--- config.mk ---
export PLATFORM = sky130hd
export DESIGN_NAME = ncore_rst_seq_flat
export DESIGN_NICKNAME = d
export VERILOG_FILES = /design/src/rtl/ncore_rst_seq_pkg.sv /design/src/rtl/ncore_rst_seq_if.sv /design/src/rtl/ncore_clk_en_div.sv /design/src/rtl/ncore_rst_seq.sv /design/src/flat_wrapper.sv
export SDC_FILE = /design/constraint.sdc
export NUM_CORES = 1
export LEC_CHECK = 0
export ABC_CLOCK_PERIOD_IN_PS = 2900
export CORE_UTILIZATION = 35
export DETAILED_ROUTE_END_ITERATION = 8
export GPL_TIMING_DRIVEN = 0
export PLACE_DENSITY = 0.61
export SETUP_SLACK_MARGIN = 0.02
export SYNTH_ARGS = -nofsm -noshare
export SYNTH_HDL_FRONTEND = slang
export SYNTH_SLANG_ARGS = --single-unit
--- constraint.sdc ---
create_clock -name clk_fr -period 2.9 [get_ports clk_fr]
set_input_delay 0.58 -clock clk_fr [delete_from_list [all_inputs] [get_ports clk_fr]]
set_output_delay 0.58 -clock clk_fr [all_outputs]
set_load 0.02 [all_outputs]
--- src/rtl/ncore_rst_seq_pkg.sv ---
// Shared types and sizing helpers for the Ncore reset sequencer.
// Holds the sequencer state encoding and the counter-width arithmetic.
package ncore_rst_seq_pkg;

  typedef enum logic [1:0] {
    ASSERT,
    RELEASE,
    DONE
  } rst_seq_state_e;

  localparam int DEF_NUM_DOM       = 4;
  localparam int DEF_ASSERT_CYCLES = 5;
  localparam int DEF_STAGE_GAP     = 4;
  localparam int DEF_DIV_W         = 4;

  // Counter widths for the default configuration.
  localparam int HOLD_W = $clog2(DEF_ASSERT_CYCLES + 1);
  localparam int GAP_W  = $clog2(DEF_STAGE_GAP + 1);
  localparam int STG_W  = $clog2(DEF_NUM_DOM + 1);

  // Width of a counter that must hold 0..max_val; never narrower than 1 bit.
  function automatic int cnt_w(input int max_val);
    return (max_val < 1) ? 1 : $clog2(max_val + 1);
  endfunction

endpackage

--- src/rtl/ncore_rst_seq_if.sv ---
// Bundle of the sequencer's request/ack handshake, divide ratios and
// per-domain reset / clock-enable outputs.
interface ncore_rst_seq_if
  import ncore_rst_seq_pkg::*;
#(
  parameter int NUM_DOM = DEF_NUM_DOM,
  parameter int DIV_W   = DEF_DIV_W
);
  logic                       sw_rst_req;
  logic                       sw_rst_ack;
  logic [NUM_DOM*DIV_W-1:0]   div_ratio;
  logic [NUM_DOM-1:0]         dom_rst_n;
  logic [NUM_DOM-1:0]         clk_en;
  logic                       seq_done;

  modport master (
    output sw_rst_req,
    output div_ratio,
    input  sw_rst_ack,
    input  dom_rst_n,
    input  clk_en,
    input  seq_done
  );

  modport slave (
    input  sw_rst_req,
    input  div_ratio,
    output sw_rst_ack,
    output dom_rst_n,
    output clk_en,
    output seq_done
  );
endinterface

--- src/rtl/ncore_clk_en_div.sv ---
// Per-domain clock-enable divider: one enable pulse every ratio+1 cycles
// while the domain is out of reset.
module ncore_clk_en_div
  import ncore_rst_seq_pkg::*;
#(
  parameter int DIV_W = DEF_DIV_W
) (
  input  logic             clk_fr,
  input  logic             rst,
  input  logic             rel,
  input  logic [DIV_W-1:0] ratio,
  output logic             clk_en
);

  logic [DIV_W-1:0] cnt;

  // >= rather than == so a ratio lowered below the running count fires at once.
  assign clk_en = rel && (cnt >= ratio);

  always_ff @(posedge clk_fr) begin
    if (rst || !rel) begin
      cnt <= '0;
    end else if (clk_en) begin
      cnt <= '0;
    end else begin
      cnt <= cnt + DIV_W'(1);
    end
  end

endmodule

--- src/rtl/ncore_rst_seq.sv ---
// Staged reset sequencer: holds all domains in reset, releases them one by one,
// and re-runs the sequence on a software request with a completion ack.
module ncore_rst_seq
  import ncore_rst_seq_pkg::*;
#(
  parameter int NUM_DOM       = DEF_NUM_DOM,
  parameter int ASSERT_CYCLES = DEF_ASSERT_CYCLES,
  parameter int STAGE_GAP     = DEF_STAGE_GAP,
  parameter int DIV_W         = DEF_DIV_W
) (
  input  logic             clk_fr,
  input  logic             rst,
  ncore_rst_seq_if.slave   bus
);

  localparam int SEQ_HOLD_W = cnt_w(ASSERT_CYCLES);
  localparam int SEQ_GAP_W  = cnt_w(STAGE_GAP);
  localparam int SEQ_STG_W  = cnt_w(NUM_DOM);

  localparam logic [SEQ_HOLD_W-1:0] HOLD_LAST = SEQ_HOLD_W'(ASSERT_CYCLES);
  localparam logic [SEQ_GAP_W-1:0]  GAP_LAST  = SEQ_GAP_W'(STAGE_GAP - 1);
  localparam logic [SEQ_STG_W-1:0]  STG_ALL   = SEQ_STG_W'(NUM_DOM);

  if (NUM_DOM < 1) begin : g_chk_num_dom
    $error("ncore_rst_seq: NUM_DOM must be >= 1");
  end
  if (ASSERT_CYCLES < 1) begin : g_chk_assert_cycles
    $error("ncore_rst_seq: ASSERT_CYCLES must be >= 1");
  end
  if (STAGE_GAP < 1) begin : g_chk_stage_gap
    $error("ncore_rst_seq: STAGE_GAP must be >= 1");
  end
  if (DIV_W < 1) begin : g_chk_div_w
    $error("ncore_rst_seq: DIV_W must be >= 1");
  end

  rst_seq_state_e          state;
  logic [SEQ_HOLD_W-1:0]   hold;
  logic [SEQ_GAP_W-1:0]    gap;
  logic [SEQ_STG_W-1:0]    stage;   // number of domains released so far
  logic [NUM_DOM-1:0]      dom_rst_n;
  logic [NUM_DOM-1:0]      clk_en;
  logic                    seq_done;
  logic                    sw_rst_ack;
  logic                    sw_flag;

  always_ff @(posedge clk_fr) begin
    if (rst) begin
      state      <= ASSERT;
      hold       <= '0;
      gap        <= '0;
      stage      <= '0;
      dom_rst_n  <= '0;
      seq_done   <= 1'b0;
      sw_rst_ack <= 1'b0;
      sw_flag    <= 1'b0;
    end else begin
      sw_rst_ack <= 1'b0;
      case (state)
        ASSERT: begin
          if (hold == HOLD_LAST) begin
            state        <= RELEASE;
            dom_rst_n[0] <= 1'b1;
            stage        <= SEQ_STG_W'(1);
            gap          <= '0;
          end else begin
            hold <= hold + SEQ_HOLD_W'(1);
          end
        end
        RELEASE: begin
          if (stage == STG_ALL) begin
            // Edge after the last release: sequence complete.
            state      <= DONE;
            seq_done   <= 1'b1;
            sw_rst_ack <= sw_flag;
            sw_flag    <= 1'b0;
          end else if (gap == GAP_LAST) begin
            for (int i = 0; i < NUM_DOM; i++) begin
              if (stage == SEQ_STG_W'(i)) dom_rst_n[i] <= 1'b1;
            end
            stage <= stage + SEQ_STG_W'(1);
            gap   <= '0;
          end else begin
            gap <= gap + SEQ_GAP_W'(1);
          end
        end
        DONE: begin
          // A software request replays the rst edge but remembers its origin.
          if (bus.sw_rst_req) begin
            state     <= ASSERT;
            hold      <= '0;
            gap       <= '0;
            stage     <= '0;
            dom_rst_n <= '0;
            seq_done  <= 1'b0;
            sw_flag   <= 1'b1;
          end
        end
        default: begin
          state <= ASSERT;
        end
      endcase
    end
  end

  for (genvar i = 0; i < NUM_DOM; i++) begin : g_div
    ncore_clk_en_div #(
      .DIV_W (DIV_W)
    ) u_div (
      .clk_fr (clk_fr),
      .rst    (rst),
      .rel    (dom_rst_n[i]),
      .ratio  (bus.div_ratio[i*DIV_W +: DIV_W]),
      .clk_en (clk_en[i])
    );
  end

  assign bus.dom_rst_n  = dom_rst_n;
  assign bus.clk_en     = clk_en;
  assign bus.seq_done   = seq_done;
  assign bus.sw_rst_ack = sw_rst_ack;

endmodule

--- src/flat_wrapper.sv ---
// flat-port wrapper written by rule: the top's interface ports become plain ports
module ncore_rst_seq_flat import ncore_rst_seq_pkg::*;
#(
  parameter int NUM_DOM       = DEF_NUM_DOM,
  parameter int ASSERT_CYCLES = DEF_ASSERT_CYCLES,
  parameter int STAGE_GAP     = DEF_STAGE_GAP,
  parameter int DIV_W         = DEF_DIV_W
)
  (clk_fr, rst, bus_sw_rst_req, bus_div_ratio, bus_sw_rst_ack, bus_dom_rst_n, bus_clk_en, bus_seq_done);
  ncore_rst_seq_if #(.NUM_DOM(NUM_DOM), .DIV_W(DIV_W)) bus_i ();
  input  logic clk_fr;
  input  logic rst;
  input wire logic [$bits(bus_i.sw_rst_req)-1:0] bus_sw_rst_req;
  input wire logic [$bits(bus_i.div_ratio)-1:0] bus_div_ratio;
  output wire logic [$bits(bus_i.sw_rst_ack)-1:0] bus_sw_rst_ack;
  output wire logic [$bits(bus_i.dom_rst_n)-1:0] bus_dom_rst_n;
  output wire logic [$bits(bus_i.clk_en)-1:0] bus_clk_en;
  output wire logic [$bits(bus_i.seq_done)-1:0] bus_seq_done;
  assign bus_i.sw_rst_req = bus_sw_rst_req;
  assign bus_i.div_ratio = bus_div_ratio;
  assign bus_sw_rst_ack = bus_i.sw_rst_ack;
  assign bus_dom_rst_n = bus_i.dom_rst_n;
  assign bus_clk_en = bus_i.clk_en;
  assign bus_seq_done = bus_i.seq_done;
  ncore_rst_seq #(.NUM_DOM(NUM_DOM), .ASSERT_CYCLES(ASSERT_CYCLES), .STAGE_GAP(STAGE_GAP), .DIV_W(DIV_W)) u_core (.clk_fr(clk_fr), .rst(rst), .bus(bus_i));
endmodule
Word level (Yosys, flattened, before mapping)
Cells that the tools add are included.
{ "totals": {"wordCells": 108, "inputBits": 19, "reg_bits": 34} }
{ "classes": {"order_cmp": 4, "reduce_logical": 31, "add_sub_neg": 7, "mux": 31, "eq_ne": 18, "bitwise_logic": 2} }
{ "op_table": {"columns": ["op", "count"], "rows": [
  ["two-way mux 3 bit", 8],
  ["AND reduction 5 bit", 4],
  ["one-hot mux 3 bit (3 select lines)", 2],
  ["adder 4 x 1 -> 4 bit (second input constant)", 4],
  ["greater-or-equal comparator 4 bit", 4],
  ["inequality test 2 x 1 -> 1 bit (second input constant)", 7],
  ["two-way mux 4 bit", 3],
  ["one-hot mux 3 bit (2 select lines)", 2],
  ["adder 3 x 1 -> 3 bit (second input constant)", 3],
  ["equality test 3 x 2 -> 1 bit (second input constant)", 3],
  ["two-way mux 1 bit", 9],
  ["AND reduction 3 bit", 3],
  ["OR reduction 2 bit", 4],
  ["equality test 3 bit (second input constant)", 2],
  ["two-way mux 2 bit", 3],
  ["inequality test 2 bit (second input constant)", 3],
  ["one-hot mux 2 bit (3 select lines)", 1],
  ["AND reduction 6 bit", 1],
  ["logical AND 1 bit", 4],
  ["zero test 1 bit", 4],
  ["logical OR 1 bit", 4],
  ["one-hot mux 1 bit (2 select lines)", 2],
  ["AND reduction 4 bit", 1],
  ["nonzero test 2 bit", 2],
  ["other kinds (9)", 10]
]} }

Logic depth before layout (Yosys ltp)
Gate-level depths: netlist (run 1).
{ "depth": {"depth_word": 5, "mapped_depth": 8} }

By module
A second synthesis (run 1) with hierarchy kept.
{ "unflattened": {"hier_cells": 228, "hier_area_um2": 2050.7} }
{ "modules_own_cells": {"columns": ["mod", "instances", "area_per_inst_um2", "cells_each", "seq_area_each_um2"], "rows": [
  ["ncore_rst_seq", 1, 1044.8, 120, 360.3],
  ["ncore_clk_en_div", 4, 251.5, 27, 80.1]
]} }

Least setup slack after synthesis (run 1)
OpenSTA, ideal clock, no wires.
{ "synth_path": {"path_kind": "input to output", "start": "input port bus_div_ratio[4]", "end": "output port bus_clk_en[1]", "cell_stages": 6, "arrival_time_ps": 1494, "slack_ps": 826, "n_path_buf": 1, "required_time_ps": 2320, "path_cell_list": "ha_1 > nand2b_1 > a21oi_1 > o21ai_0 > and2_1 > buf_4"} }
{ "synth_between": {"elab_chain_cells": 2} }
{ "synth_rtl": {"columns": ["item", "line_no", "source"], "rows": [
  ["start: declaration", "flat_wrapper.sv:14", "input wire logic [$bits(bus_i.div_ratio)-1:0] bus_div_ratio;"],
  ["greater-or-equal comparator 4 bit", "ncore_clk_en_div.sv:18", "assign clk_en = rel && (cnt >= ratio);"],
  ["logical AND 1 bit", "ncore_clk_en_div.sv:18", null],
  ["end: declaration", "flat_wrapper.sv:17", "output wire logic [$bits(bus_i.clk_en)-1:0] bus_clk_en;"]
]} }
No other way between the ends.

Worst setup path in the final report (run 1)
Ends and elaborated chain as after synthesis.

==> flow_summary.toml, run 1 <==
[floorplanning]
floorplan.core_area_um2 = 5642
fp.dieH_um = 79.50
die_width_um = 79.50
dieArea_um2 = 6319
io-pin-count = 29
floorplan.initialDensity_pct = 37.26
placement_rows = 27

[worst_setup_path]
path_max_fanout = 2
reg2reg_slack_ps = 1010
critical_path_required_ps = 2320
timing.critical_path.arrival_ps = 2240
crit_type = "in2out"
crit_path_end_kind = "output pin"
r2r_start = "u_core.state[0]"
critPathLaunch = "bus_div_ratio[4]"
cp-start-kind = "primary input"

[yosys]
syn_inst = 239
async_reset_ff_share_pct = 0
post_synth_fa_ha_maj_area_fraction_pct = 19.05
synth.yosys.warnings = 0
netlist_area_um2 = 2102
mappedNetlistNets = 290
synth.lib_cells_used.distinct = 39
synth_enable_flop_cells = 0
synth.area.top_cells = "sky130_fd_sc_hd__dfxtp_1, sky130_fd_sc_hd__ha_1, sky130_fd_sc_hd__inv_1"
synthFlopType = "sky130_fd_sc_hd__dfxtp_1"
synth_most_common_cell = "sky130_fd_sc_hd__dfxtp_1"
avgSynthCellArea_um2 = 8.795
yosys.area_share.xor_xnor_pct = 3.333
synth_compound_area_share_pct = 14.35
yosysTopAreaCellShare_pct = 32.38
simple_gate_share_of_the_synthesized_area_pct = 16.67
synth_top_family_by_area = "adder cells"
synth.mux.area_fraction_pct = 4.286
post-synth-top-area-cell = "sky130_fd_sc_hd__dfxtp_1"
synth-seq-cells = 34
most_numerous_cell_types_in_the_synthesized_netlist = "sky130_fd_sc_hd__dfxtp_1, sky130_fd_sc_hd__ha_1, sky130_fd_sc_hd__inv_1"
seq_area_frac_synth_pct = 32.38

[worst_hold_path]
timing.hold.worst.class = "reg2reg"
worstHoldStart = "u_core.g_div[0].u_div.cnt[0]"

[layout]
num_antenna_cells = 0
area_grow_syn2layout_pct = 22.80
filler_cell_count = 560
final_util_pct = 45.75
design_area_um2 = 2581
fin_nets = 325
share_of_final_layout_standard_cells_stronger_than_drive_strength_1_pct = 10.91

[sta]
finalCritPeriodShare_pct = 97.21
unrepaired_setup_endpoints_after_global_routing = "yes"
max-slew-margin-rel_pct = 69.62
hold_violations = 0
final-setup-viol-count = 0
slew_at_the_pin_with_the_worst_max_slew_slack_ps = 455.7
holdWs_ps = 464.2
report.final.slew_viol_count = 0
final.setup.worst_slack_ps = 80.84
worst_setup_skew_after_layout_ps = 2.169
maxClockFrequency_ghz = 0.3547
period_minus_slack_ps = 2819

[power_and_ir_drop]
net-switching-power_w = 0.0004247
p_int_w = 0.0009053
power.switching_fraction_pct = 31.93
pwr-share-comb_pct = 31.1
share_clk_of_total_power_pct = 26.8
ir_drop_uv = 245.9
powerDensity_nw_per_um2 = 515.3
pwr-share-seq_pct = 42.2
leakage_nw = 1.134

[detailed_routing]
routed-via-count = 1615
sum_of_met2_wire_segment_lengths_after_detailed_routing_mm = 1.651
vias_per_cell = 4.654
drt_iter0_drc = 24
drc_violations = 0
detail-route-antenna-nets = 0
detail_route.wirelength_mm = 3.799
top_layer_used = "met4"
drt-wirelength-per-cell_um = 10.95
routedLengthMet1_mm = 1.916
routed-wl-met3_um = 174
first_pass_iters = 6

[place]
postPlaceCellArea_um2 = 2472
gpl.final_weighted_congestion = 0.7654
port_buffers = 28
place_hpwl_mm = 2.886
pre_cts_ws_ps = -166.4

[global_route]
wire_length_of_the_first_global_routing_pass_mm = 6.561
grt_start_max_net_pins = 11
grt_antenna_before_repair = 0
grt_util_all_layers_pct = 13.31
globalRouteOverflowTotal = 0
number_of_global_route_vias_before_repair = 1485

[clock_tree]
clock_insertion_delay_worst_skew_ps = 290
clkTransAtPathRegs_ps = 60
ctsHtreeMaxLevel = 2
cts_buffers = 5
ctsLongestPathBuffers = 2
tritoncts_clock_tree = "done"
cts_hold_buffers = 0
cts_num_sinks = 34
clk_root_buffer_cell = "sky130_fd_sc_hd__clkbuf_8"

[job]
max-cap-violations = 0

[status]
outcome = "finished, final reports clean"
metrics by stage:
| step | total power (W) | setup TNS, ps | instances |
|---|---|---|---|
| after floorplan | 0.0008605 | 0 | 239 |
| after global placement | 0.0009744 | -637.2 | 339 |
| after detailed placement | 0.0009821 | -635.6 | 339 |
| after CTS | 0.001347 | 0 | 347 |
| after global routing | 0.001428 | 0 | 347 |
| final | 0.001330 | 0 | 347 |
layout by cell type (no fill, tap or decap), drive strengths merged:
cell and count:
dfxtp 34, ha 32, inv 30, clkdlybuf4s50 24
nor2 23, nand2 17, buf 12, a21oi 12
nand3 9, mux2i 9, o21ai 9, clkbuf 8
and2 6, nand2b 4, o2111ai 4, xnor2 4
xor2 4, a21o 4, and3 3, a211oi 3
clkdlybuf4s15 3, o31ai 2, nand4b 2, nor2b 2
nor3 2, a21boi 1, a2111oi 1, o21bai 1
a31oi 1, or2 1, nor3b 1, a32o 1
o311a 1, nand3b 1, a41oi 1, o2bb2ai 1
clkinv 1, dlygate4sd2 1
worst max-delay path, stage by stage:
cell and delay (ps):
sky130_fd_sc_hd__clkdlybuf4s50_1 410, sky130_fd_sc_hd__ha_1 280, sky130_fd_sc_hd__nand2b_1 150, sky130_fd_sc_hd__a21oi_2 160
sky130_fd_sc_hd__o21ai_0 80, sky130_fd_sc_hd__and2_1 150, sky130_fd_sc_hd__buf_4 120, sky130_fd_sc_hd__dlygate4sd2_1 310
what timing repair did:
action                                 4_1_cts  5_1_grt
setup endpoints to repair                    4        4
resized for setup                            4        8
endpoints found under the hold margin        0        0
buffers inserted                             0        0
sequential cells by signal, summed over array words and instances (netlist names):
| signal | cells |
|---|---|
| u_core.bus.sw_rst_ack | 1 |
| u_core.bus.seq_done | 1 |
| u_core.state | 2 |
| u_core.gap | 3 |
| u_core.bus.dom_rst_n | 4 |
| u_core.g_div.u_div.cnt | 16 |
| u_core.hold | 3 |
| u_core.stage | 3 |
| u_core.sw_flag | 1 |
kinds of logic after synthesis:
family                   after synthesis
XOR/XNOR                               8
buffers and inverters                 43
AND/OR/NAND/NOR                       71
AO/OA/AOI/OAI                         42
adder cells (fa/ha/maj)               32
flip-flops                            34
multiplexers                           9
cell type report:
type                            instances  area (um^2)  share of cell area [%]
Inverter                               30        112.6                   4.363
Clock buffer                            7        86.33                   3.345
Tap cell                               72        90.09                   3.490
Multi-Input combinational cell        162         1231                   47.70
Sequential cell                        34        680.7                   26.37
Buffer                                 13        96.34                   3.732
Clock inverter                          1        5.005                  0.1939
Timing Repair Buffer                   28        279.0                   10.81
metal layers:
| metal | GRT usage [%] | up-vias |
|---|---|---|
| met4 | 5.455 | 0 |
| li1 | - | 869 |
| met2 | 21.54 | 30 |
| met3 | 3.543 | 7 |
| met1 | 16.60 | 709 |
| met5 | 0 | - |
path summary, 6_finish.rpt:
path,to,cells after the start
hold / removal,u_core.g_div[0].u_div.cnt[0],1
hold reg to reg,u_core.g_div[0].u_div.cnt[0],1
setup / recovery,bus_clk_en[1],8
setup reg to reg,u_core.gap[2],8
power by group through the flow:
stage / clock, W / combinational [W] / sequential [W]
5_1_grt: 0.000391 / 0.000470 / 0.000568
3_3_place_gp: 0 / 0.000406 / 0.000569
3_5_place_dp: 0 / 0.000411 / 0.000571
2_1_floorplan: 0 / 0.000304 / 0.000557
4_1_cts: 0.000374 / 0.000413 / 0.000561
6_report: 0.000356 / 0.000413 / 0.000561
Note: power is estimated with default switching activity, not from simulation.
==> inputs of run 2 (changes only) <==
--- a/config.mk
+++ b/config.mk
@@ -7,6 +7,7 @@
 export LEC_CHECK = 0
 export ABC_CLOCK_PERIOD_IN_PS = 2900
 export CORE_UTILIZATION = 35
+export CTS_CLUSTER_DIAMETER = 100
 export DETAILED_ROUTE_END_ITERATION = 8
 export GPL_TIMING_DRIVEN = 0
 export PLACE_DENSITY = 0.61
==> results of run 2 <==
Final layout, timing and power as in run 1 (identical DEF).
==> inputs of run 3 (changes only) <==
--- a/config.mk
+++ b/config.mk
@@ -15,3 +15,4 @@
 export SYNTH_ARGS = -nofsm -noshare
 export SYNTH_HDL_FRONTEND = slang
 export SYNTH_SLANG_ARGS = --single-unit
+export TNS_END_PERCENT = 50
==> run 3 against run 2 <==
Against the previous run:
- worst hold slack is the same
- wire length about the same
- non-clock buffer count unchanged
- maximum frequency about the same
- clock power is essentially flat
- sequential cell count stayed put
- power about the same
- sequential power is essentially flat
- critical endpoint unchanged
- largest power group unchanged
- highest routed layer unchanged
==> flow_summary.toml, run 3 (synthesized netlist as in run 1, its figures left out) <==
[worst_setup_path]
path_max_fanout = 2
critical-path-top-delay-family = "buffers and inverters"
cp_slowest_cell = "sky130_fd_sc_hd__clkdlybuf4s50_1"
path_cells = "clkdlybuf4s50_1 > ha_1 > nand2b_1 > a21oi_2 > o21ai_0 > and2_1 > buf_4 > dlygate4sd2_1"
critical_path_depth = 8
endpoint_of_the_worst_setup_timing_path = "bus_clk_en[1]"
r2r-end = "u_core.gap[2]"
reg2reg_slack_ps = 1010
crit_path_end_kind = "output pin"
cp-start-kind = "primary input"
max_stage_delay_ps = 410
crit_type = "in2out"
r2r_cells = 8
worst-path-buf-inv = 3
timing.critical_path.arrival_ps = 2240
r2r_start = "u_core.state[0]"
critical_path_required_ps = 2320
critPathLaunch = "bus_div_ratio[4]"

[global_route]
grt_util_met1_pct = 16.60
number_of_global_route_vias_before_repair = 1488
grt.met2_usage_pct = 21.62
wire_length_of_the_first_global_routing_pass_mm = 6.575
grt.met3_usage_pct = 3.543
grt_busiest_layer = "met2"
globalRouteOverflowTotal = 0
grt_antenna_before_repair = 0
grt_start_max_net_pins = 11
grt_util_all_layers_pct = 13.34

[sta]
period_minus_slack_ps = 2819
holdWs_ps = 464.2
unrepaired_setup_endpoints_after_global_routing = "yes"
worst_setup_skew_after_layout_ps = 2.169
report.final.slew_viol_count = 0
slew_at_the_pin_with_the_worst_max_slew_slack_ps = 455.7
final.setup.worst_slack_ps = 80.69
finalCritPeriodShare_pct = 97.22
maxClockFrequency_ghz = 0.3547
hold_violations = 0
final-setup-viol-count = 0
max-slew-margin-rel_pct = 69.62
fin_setup_tns_ps = 0

[detailed_routing]
detail_route.wirelength_mm = 3.796
first_pass_iters = 6
detail-route-antenna-nets = 0
drc_violations = 0
drt-wirelength-per-cell_um = 10.94
vias_per_cell = 4.666
routed-via-count = 1619
drt_iter0_drc = 23

[clock_tree]
cts_num_sinks = 34
ctsLongestPathBuffers = 2
cts_hold_buffers = 0
post-cts-setup-buffers = 0
cts_buffers = 5
clock_insertion_delay_worst_skew_ps = 290
clk_root_buffer_cell = "sky130_fd_sc_hd__clkbuf_8"
clkTransAtPathRegs_ps = 60
post_cts.resized_instances = 4
tritoncts_clock_tree = "done"
ctsHtreeMaxLevel = 2

[layout]
num_antenna_cells = 0
largest_register = "u_core.g_div.u_div.cnt"
largest_reg_flops = 16
largest_registers = "u_core.g_div.u_div.cnt x16, u_core.bus.dom_rst_n x4"
area_grow_syn2layout_pct = 22.20
layout_common_cells = "sky130_fd_sc_hd__dfxtp_1, sky130_fd_sc_hd__ha_1, sky130_fd_sc_hd__inv_1"
share_of_final_layout_standard_cells_stronger_than_drive_strength_1_pct = 10.91
filler_cell_count = 564
mostFrequentLayoutCell = "sky130_fd_sc_hd__dfxtp_1"
final_util_pct = 45.53
post_layout_nonfiller_instances = 347
fin_nets = 325

[status]
outcome = "finished, final reports clean"

[floorplanning]
die_width_um = 79.50
io-pin-count = 29
fp.dieH_um = 79.50
floorplan.core_area_um2 = 5642
floorplan.initialDensity_pct = 37.26
placement_rows = 27
dieArea_um2 = 6319

[place]
pre_cts_ws_ps = -166.4
gpl.final_weighted_congestion = 0.7654
placed_cells = 339
port_buffers = 28
place_hpwl_mm = 2.886

[job]
max-cap-violations = 0

[worst_hold_path]
hold_path_depth = 1
timing.hold.worst.class = "reg2reg"

[power_and_ir_drop]
ir_drop_uv = 246.0
leakage_nw = 1.134
powerDensity_nw_per_um2 = 517.3
run 3: cell types whose count changed in the layout (fill, tap and decap cells not counted):
cell / delta
sky130_fd_sc_hd__a21oi_2: -2
sky130_fd_sc_hd__clkdlybuf4s15_1: -2
sky130_fd_sc_hd__a21oi_1: +2
sky130_fd_sc_hd__buf_4: +2
run 3: layout make-up:
type / count / area [um^2] / share of cell area, %
Inverter: 30 / 112.6 / 4.384
Tap cell: 72 / 90.09 / 3.507
Multi-Input combinational cell: 162 / 1224 / 47.64
Buffer: 13 / 96.34 / 3.751
Timing Repair Buffer: 28 / 274.0 / 10.67
Clock inverter: 1 / 5.005 / 0.1948
Clock buffer: 7 / 86.33 / 3.361
Sequential cell: 34 / 680.7 / 26.50
run 3: worst min-delay path by stage:
stage / start / endpoint / slack (ps)
after global placement: u_core.g_div[1].u_div.cnt[0] / u_core.g_div[1].u_div.cnt[0] / 450
after floorplan: u_core.g_div[0].u_div.cnt[0] / u_core.g_div[0].u_div.cnt[0] / 430
final: u_core.g_div[0].u_div.cnt[0] / u_core.g_div[0].u_div.cnt[0] / 460
after detailed placement: u_core.g_div[0].u_div.cnt[0] / u_core.g_div[0].u_div.cnt[0] / 460
after global routing: u_core.g_div[1].u_div.cnt[0] / u_core.g_div[1].u_div.cnt[0] / 490
after CTS: u_core.g_div[0].u_div.cnt[0] / u_core.g_div[0].u_div.cnt[0] / 470
run 3: through the flow:
step           area, um^2  power (W)
2_1_floorplan        2102  0.0008605
3_3_place_gp         2472  0.0009744
3_5_place_dp         2472  0.0009821
4_1_cts              2556   0.001348
5_1_grt              2569   0.001427
6_report             2569   0.001329
run 3: layer usage:
| metal | vias to the layer above | part of all wire [%] | wire, um |
|---|---|---|---|
| met5 | - | 0 | 0 |
| met4 | 0 | 1.5 | 56 |
| met3 | 7 | 4.7 | 179 |
| met2 | 32 | 44 | 1654 |
| met1 | 711 | 50 | 1906 |
| li1 | 869 | - | - |
run 3: power by group:
group	internal, W	total, W	switching (W)
sequential	0.000513	0.000561	0.0000473
combinational	0.000200	0.000412	0.000212
clock	0.000191	0.000356	0.000165
